## src/rtl/range_xor_reg8.sv

```systemverilog
// range_xor_reg8: eight 1-bit XOR accumulator cells with a prefix-XOR read port.
// A point update XORs xorval into one cell. The read port returns the XOR of
// cells 0..idx.
//
// Ports:
//   clk      - rising-edge clock for all cells
//   reset    - asynchronous, active-high; clears every cell
//   inst     - 2'b00 = update cell idx; any non-zero value = query mode
//              (in query mode the write target is forced to cell 7)
//   idx      - write target in update mode, prefix end in all modes
//   xorval   - bit XORed into the write-target cell on each rising clk edge
//   rangexor - combinational XOR of cells 0..idx

// Single-bit storage cell with asynchronous clear.
module range_xor_dff (
  input  logic clk,
  input  logic reset,
  input  logic d,
  output logic q
);

  // Capture d on the rising edge; reset clears the cell at once, whatever clk is doing.
  always_ff @(posedge clk or posedge reset) begin
    if (reset)
      q <= 1'b0;
    else
      q <= d;
  end

endmodule

// One-hot write decoder. Any non-zero inst forces every index bit high, so
// query mode always targets cell 7. Callers must hold xorval=0 for a query
// that leaves the cells unchanged.
module range_xor_indecoder8 (
  input  logic [1:0] inst,
  input  logic [2:0] idx,
  output logic [7:0] in_use
);

  logic [2:0] wi;

  always_comb begin
    wi     = idx | {3{inst[0] | inst[1]}};
    in_use = 8'b0000_0001 << wi;
  end

endmodule

// Thermometer read decoder: bit j is set for every cell at or below idx.
module range_xor_outdecoder8 (
  input  logic [2:0] idx,
  output logic [7:0] out_use
);

  always_comb begin
    out_use = '0;
    for (int j = 0; j < 8; j++)
      out_use[j] = (j <= int'(idx));
  end

endmodule

// Top level: decoders plus eight cells.
module range_xor_reg8 (
  input  logic       clk,
  input  logic       reset,
  input  logic [1:0] inst,
  input  logic [2:0] idx,
  input  logic       xorval,
  output logic       rangexor
);

  logic [7:0] q;
  logic [7:0] d;
  logic [7:0] in_use;
  logic [7:0] out_use;

  range_xor_indecoder8 u_indec (
    .inst   (inst),
    .idx    (idx),
    .in_use (in_use)
  );

  range_xor_outdecoder8 u_outdec (
    .idx     (idx),
    .out_use (out_use)
  );

  // Only the selected cell can flip, and only when xorval is 1.
  always_comb begin
    d = q ^ ({8{xorval}} & in_use);
  end

  for (genvar j = 0; j < 8; j++) begin : g_cell
    range_xor_dff u_cell (
      .clk   (clk),
      .reset (reset),
      .d     (d[j]),
      .q     (q[j])
    );
  end

  // The read is purely combinational, so a write is visible right after its edge.
  always_comb begin
    rangexor = ^(q & out_use);
  end

endmodule

```

## config.mk

```make
export PLATFORM = sky130hd
export DESIGN_NAME = range_xor_reg8
export DESIGN_NICKNAME = d
export VERILOG_FILES = /design/src/rtl/range_xor_reg8.sv
export SDC_FILE = /design/constraint.sdc
export NUM_CORES = 1
export LEC_CHECK = 0
export BUFFER_PORTS_ARGS = -buffer_cell sky130_fd_sc_hd__buf_4
export CAP_MARGIN = 15
export CORE_AREA = 4 4 41 43
export CTS_BUF_LIST = sky130_fd_sc_hd__clkbuf_2
export DETAILED_ROUTE_END_ITERATION = 16
export DIE_AREA = 0 0 45 47
export SLEW_MARGIN = 20
export SYNTH_ARGS = -nofsm -noshare
export SYNTH_HDL_FRONTEND = slang
export SYNTH_SLANG_ARGS = --single-unit
export TNS_END_PERCENT = 30
```

## constraint.sdc

```tcl
create_clock -name clk -period 1.8 [get_ports clk]
set_input_delay 0.09 -clock clk [delete_from_list [all_inputs] [get_ports clk]]
set_output_delay 0.09 -clock clk [all_outputs]
set_load 0.01 [all_outputs]
```

Yosys cells after proc, flatten, opt, wreduce, memory -nomap -nowiden. Cells that the tools add are included.

Register bits: 8. Word-level logic and storage cells: 22. Output and inout port bits: 1.

Bitwise gates (word level): 5. Reduce and logical (&&, ||, !) cells: 1. Magnitude comparators: 7. Shift operators: 1.

Operator list (count): AND 8 bit (2); less-or-equal comparator 3 bit (first input constant) (4); XOR reduction 8 bit (1); left shift 1 x 3 -> 8 bit (first input constant) (1); XOR 8 bit (1); less-or-equal comparator 2 x 3 -> 1 bit (first input constant) (2); less-or-equal comparator 1 x 3 -> 1 bit (first input constant) (1); OR 3 bit (1); OR 1 bit (1).

Longest topological paths before layout.
Word-level depth: 5. Gate-level depth with buffers: 6.

By module. Synthesis repeated with hierarchy kept, for this count alone.

Cells, all modules: 70. Area, all modules: 591.8 µm².

Modules (own cells, without submodules): range_xor_dff (cells each 2, times used 8, area each 28.8 µm²); range_xor_reg8 (cells each 32, times used 1, area each 215.2 µm²); range_xor_indecoder8 (cells each 13, times used 1, area each 87.6 µm²); range_xor_outdecoder8 (cells each 9, times used 1, area each 58.8 µm²).

Worst setup path after synthesis. Ideal clock, no wire load.

Kind: register -> output. Start point: register g_cell[6].u_cell.q. End point: output port rangexor. Arrival time: 1730 ps. Buffers on the path: 0. Path slack: -20 ps. Stages on the path, launching flop included: 7. Path through: dfrtp_1 xor2_1 and3_2 or4_1 nand3_1 mux2i_1 xnor2_1.

Longest elaborated chain between the ends: 2.

RTL lines: from (decl) (line 19) `output logic q`; from (signal assigned) (line 25) `q <= 1'b0;`; from (signal assigned) (line 27) `q <= d;`; AND 8 bit (line 106) `rangexor = ^(q & out_use);`; XOR reduction 8 bit (line 106); to (decl) (line 71) `output logic rangexor`.

No other way between the ends.

Worst setup path after layout. Same ends and word-level chain as after synthesis.

==> metrics.md <==
| Metric | Value |
|---|---|
| Status | `complete, but fails checks` |
| Failing checks | `setup timing` |
| Sw Share | `0.334` |
| CTS tree | `done` |
| Max-cap violations | `0` |
| Psw | `slightly above 0.0003 W` |
| Chip height | `47 um` |
| Final slew viol count | `0` |
| Finish-stage setup viols | `1` |
| Internal | `0.000616 W` |
| Number of fill cells | `135` |
| Cell Area, Synth | `479 um^2` |
| Hold WC Path Type | `input pin to register` |
| DIE AREA | `2120 um^2` |
| Final nets | `78` |
| Crit path cell chain | `xor2_1 > and3_4 > or4_4 > nand3_2 > mux2i_1 > xnor2_1 > buf_4` |
| Starting Density | `0.368` |
| I/O Pins | `9` |
| Logic gate share of total power | `0.514` |
| Reg power frac | `0.369` |
| Avg Cell Area, Syn | `9.40 um^2` |
| Register area share after synthesis | `0.418` |
| N_diodes | `0` |
| Crit path capture type | `output port` |
| Clock Path Buffers | `2` |
| Largest Register | `g_cell.u_cell.q` |
| Wire per inst | `11.3 um` |
| Critical path origin | `g_cell[6].u_cell.q` |
| Area after DPL | `584 um^2` |
| Min-Delay Startpoint | `xorval` |
| Worst r2r src | `g_cell[6].u_cell.q` |
| Clock slew at reported path FFs | `90 ps` |
| Static Leakage | `between 0.2 and 0.3 nW` |
| Vias | `407` |
| Slew Limit Headroom | `0.726` |
| Routed Antenna Nets | `0` |
| Final worst setup slack | `-325 ps` |
| Worst slew pin tran | `around 400 ps` |
| PwrDens | `1460 nW/um^2` |
| Initial antenna violation count | `0` |
| Overflow after GRT | `0` |
| Core area | `1300 um^2` |
| Biggest regs | `g_cell.u_cell.q x8` |
| Hold endpoint | `g_cell[7].u_cell.q` |
| Clock sinks | `8` |
| Synth unique cells | `19` |
| Critical path peak fanout | `4` |
| CTS Buf Count | `3` |
| Max reg flops | `8` |
| First drt pass iteration count | `4` |
| Crit-path max cell delay | `500 ps` |
| Synth-to-layout area growth | `32.1%` |
| Fmax achieved | `471 MHz` |
| Leading cell type in the layout, fill and taps excluded | `buf_4` |
| Proportion of layout cells with a drive suffix above 1 | `0.338` |
| Syn_nets | `59` |
| Row cnt | `13` |
| Initial DRC count | `5` |
| H-tree depth | `1` |
| Crit path required time | `1710 ps` |
| Buffers on Ports | `8` |
| R2r worst-path depth | `4` |
| First-pass GRT wire length | `1660 um` |
| # DRC | `0` |
| VDD IR max | `about 0.00066 V` |
| GP Congestion | `roughly 0.75` |
| Total GRT Usage | `0.115` |
| Arrival @ worst endpoint | `roughly 2000 ps` |
| Final Hold Vio Count | `0` |
| Die W | `45 um` |
| Avg Vias per Cell | `slightly below 5` |
| Crit-path slowest cell | `or4_4` |
| Detailed Place HPWL | `686 um` |
| Setup TNS | `-325 ps` |
| Detailed Route WL | `around 940 um` |
| Clock latency on the worst-skew pair | `230 ps` |
| Share of total power in the clock network | `0.116` |
| Largest net degree at the start of global routing | `10` |
| Clock Skew | `0 ps` |
| Design Area, Final | `633 um^2` |
| Reg2reg setup slack | `approximately 760 ps` |
| Worst reg2reg endpoint | `g_cell[6].u_cell.q` |
| Ys Warns | `0` |
| RSZ-0062 raised after global routing | `yes` |
| FF+latch count, synth | `8` |
| Synth Instances | `51` |
| Critical path type | `register to output port` |
| Hold-critical path depth | `3` |
| Final period utilization | `1.18` |
| CTS root buf | `clkbuf_2` |
| Most frequent cells in the layout | `buf_4 (13), nand2_1 (12), xnor2_1 (10), dfrtp_1 (8)` |
| Startpoint class of the critical path | `register` |
| Core Util, Final | `0.487` |
| Vias in the first global route | `389` |
| Tmin final | `2130 ps` |
[area by class of cell]
class	count	area, um^2	share of cell area
well taps	15	18.8	0.0296
clock buffers	3	15.0	0.0237
repair buffers	14	108	0.170
flip-flops and latches	8	200	0.316
multi-input cells	42	288	0.455
inverters	1	3.75	0.00593
[how the worst max path moves through the flow]
stage | endpoint | slack [ps] | cells past startpoint
global placement | rangexor | -110 | 7
detailed placement | rangexor | -110 | 7
CTS | rangexor | -360 | 7
global route | rangexor | -460 | 7
floorplan | rangexor | 20 | 6
finish | rangexor | -330 | 7
[power groups by stage]
stage / Combinational, W / Clock, W / Sequential [W]
floorplan: 0.000266 / 0 / 0.000339
global placement: 0.000416 / 0 / 0.000342
detailed placement: 0.000424 / 0 / 0.000344
CTS: 0.000464 / 0.000114 / 0.000342
global route: 0.000523 / 0.000130 / 0.000359
finish: 0.000476 / 0.000108 / 0.000342
[synth_stat cells (all sizes together)]
cell / instances / area [um^2]
or4: 1 / 7.51
nand2: 12 / 45.0
and2b: 2 / 17.5
o21ai: 3 / 15.0
o31ai: 1 / 7.51
and2: 1 / 7.51
xor2: 1 / 8.76
xnor2: 10 / 87.6
mux2i: 1 / 10.0
dfrtp: 8 / 200
inv: 1 / 3.75
o311ai: 1 / 8.76
nor2: 3 / 11.3
and3: 3 / 25.0
nor4b: 1 / 8.76
a21bo: 1 / 10.0
nand3: 1 / 5.00
[critical path: cells and delay by family, from the launching register on]
kind,cells,cell delay [ps]
buffers and inverters,1,140
muxes,1,210
and+or+nand+nor,3,730
DFF,1,430
xor gates and xnor gates,2,290
[kinds of logic (layout without fill, tap and decap cells)]
group                  after synthesis  in the layout  synth area share
AND/OR/NAND/NOR                     24             24             0.266
XOR/XNOR                            11             11             0.201
flip-flops                           8              8             0.418
AO/OA/AOI/OAI                        6              6            0.0862
multiplexers                         1              1            0.0209
buffers and inverters                1             18           0.00783
[repair_timing]
item                                    in CTS  in global routing
gates resized for setup                      2                  0
setup buffers                                1                  1
cloned                                       0                  0
pin swaps                                    3                  2
hold endpoints to repair                     8                  0
endpoints found under the setup margin       1                  1
hold buffers                                 1                  0
[per-layer routing]
layer | part of all wire | up-vias | track usage
met2 | 0.47 | 12 | 0.153
met3 | 0.055 | 2 | 0.0460
met4 | 0.013 | 0 | 0.0877
met1 | 0.46 | 186 | 0.148
li1 | - | 207 | -
met5 | 0 | - | 0
[metrics by stage]
step	power (W)	hold WS (ps)	setup WS [ps]	instances
after floorplan	0.000605	-94.3	21.0	51
after global placement	0.000758	69.1	-109	77
after detailed placement	0.000768	70.8	-108	77
after CTS	0.000920	113	-363	82
after global routing	0.00101	103	-462	83
final	0.000925	117	-325	83
Note: power is estimated with default switching activity, not from simulation.
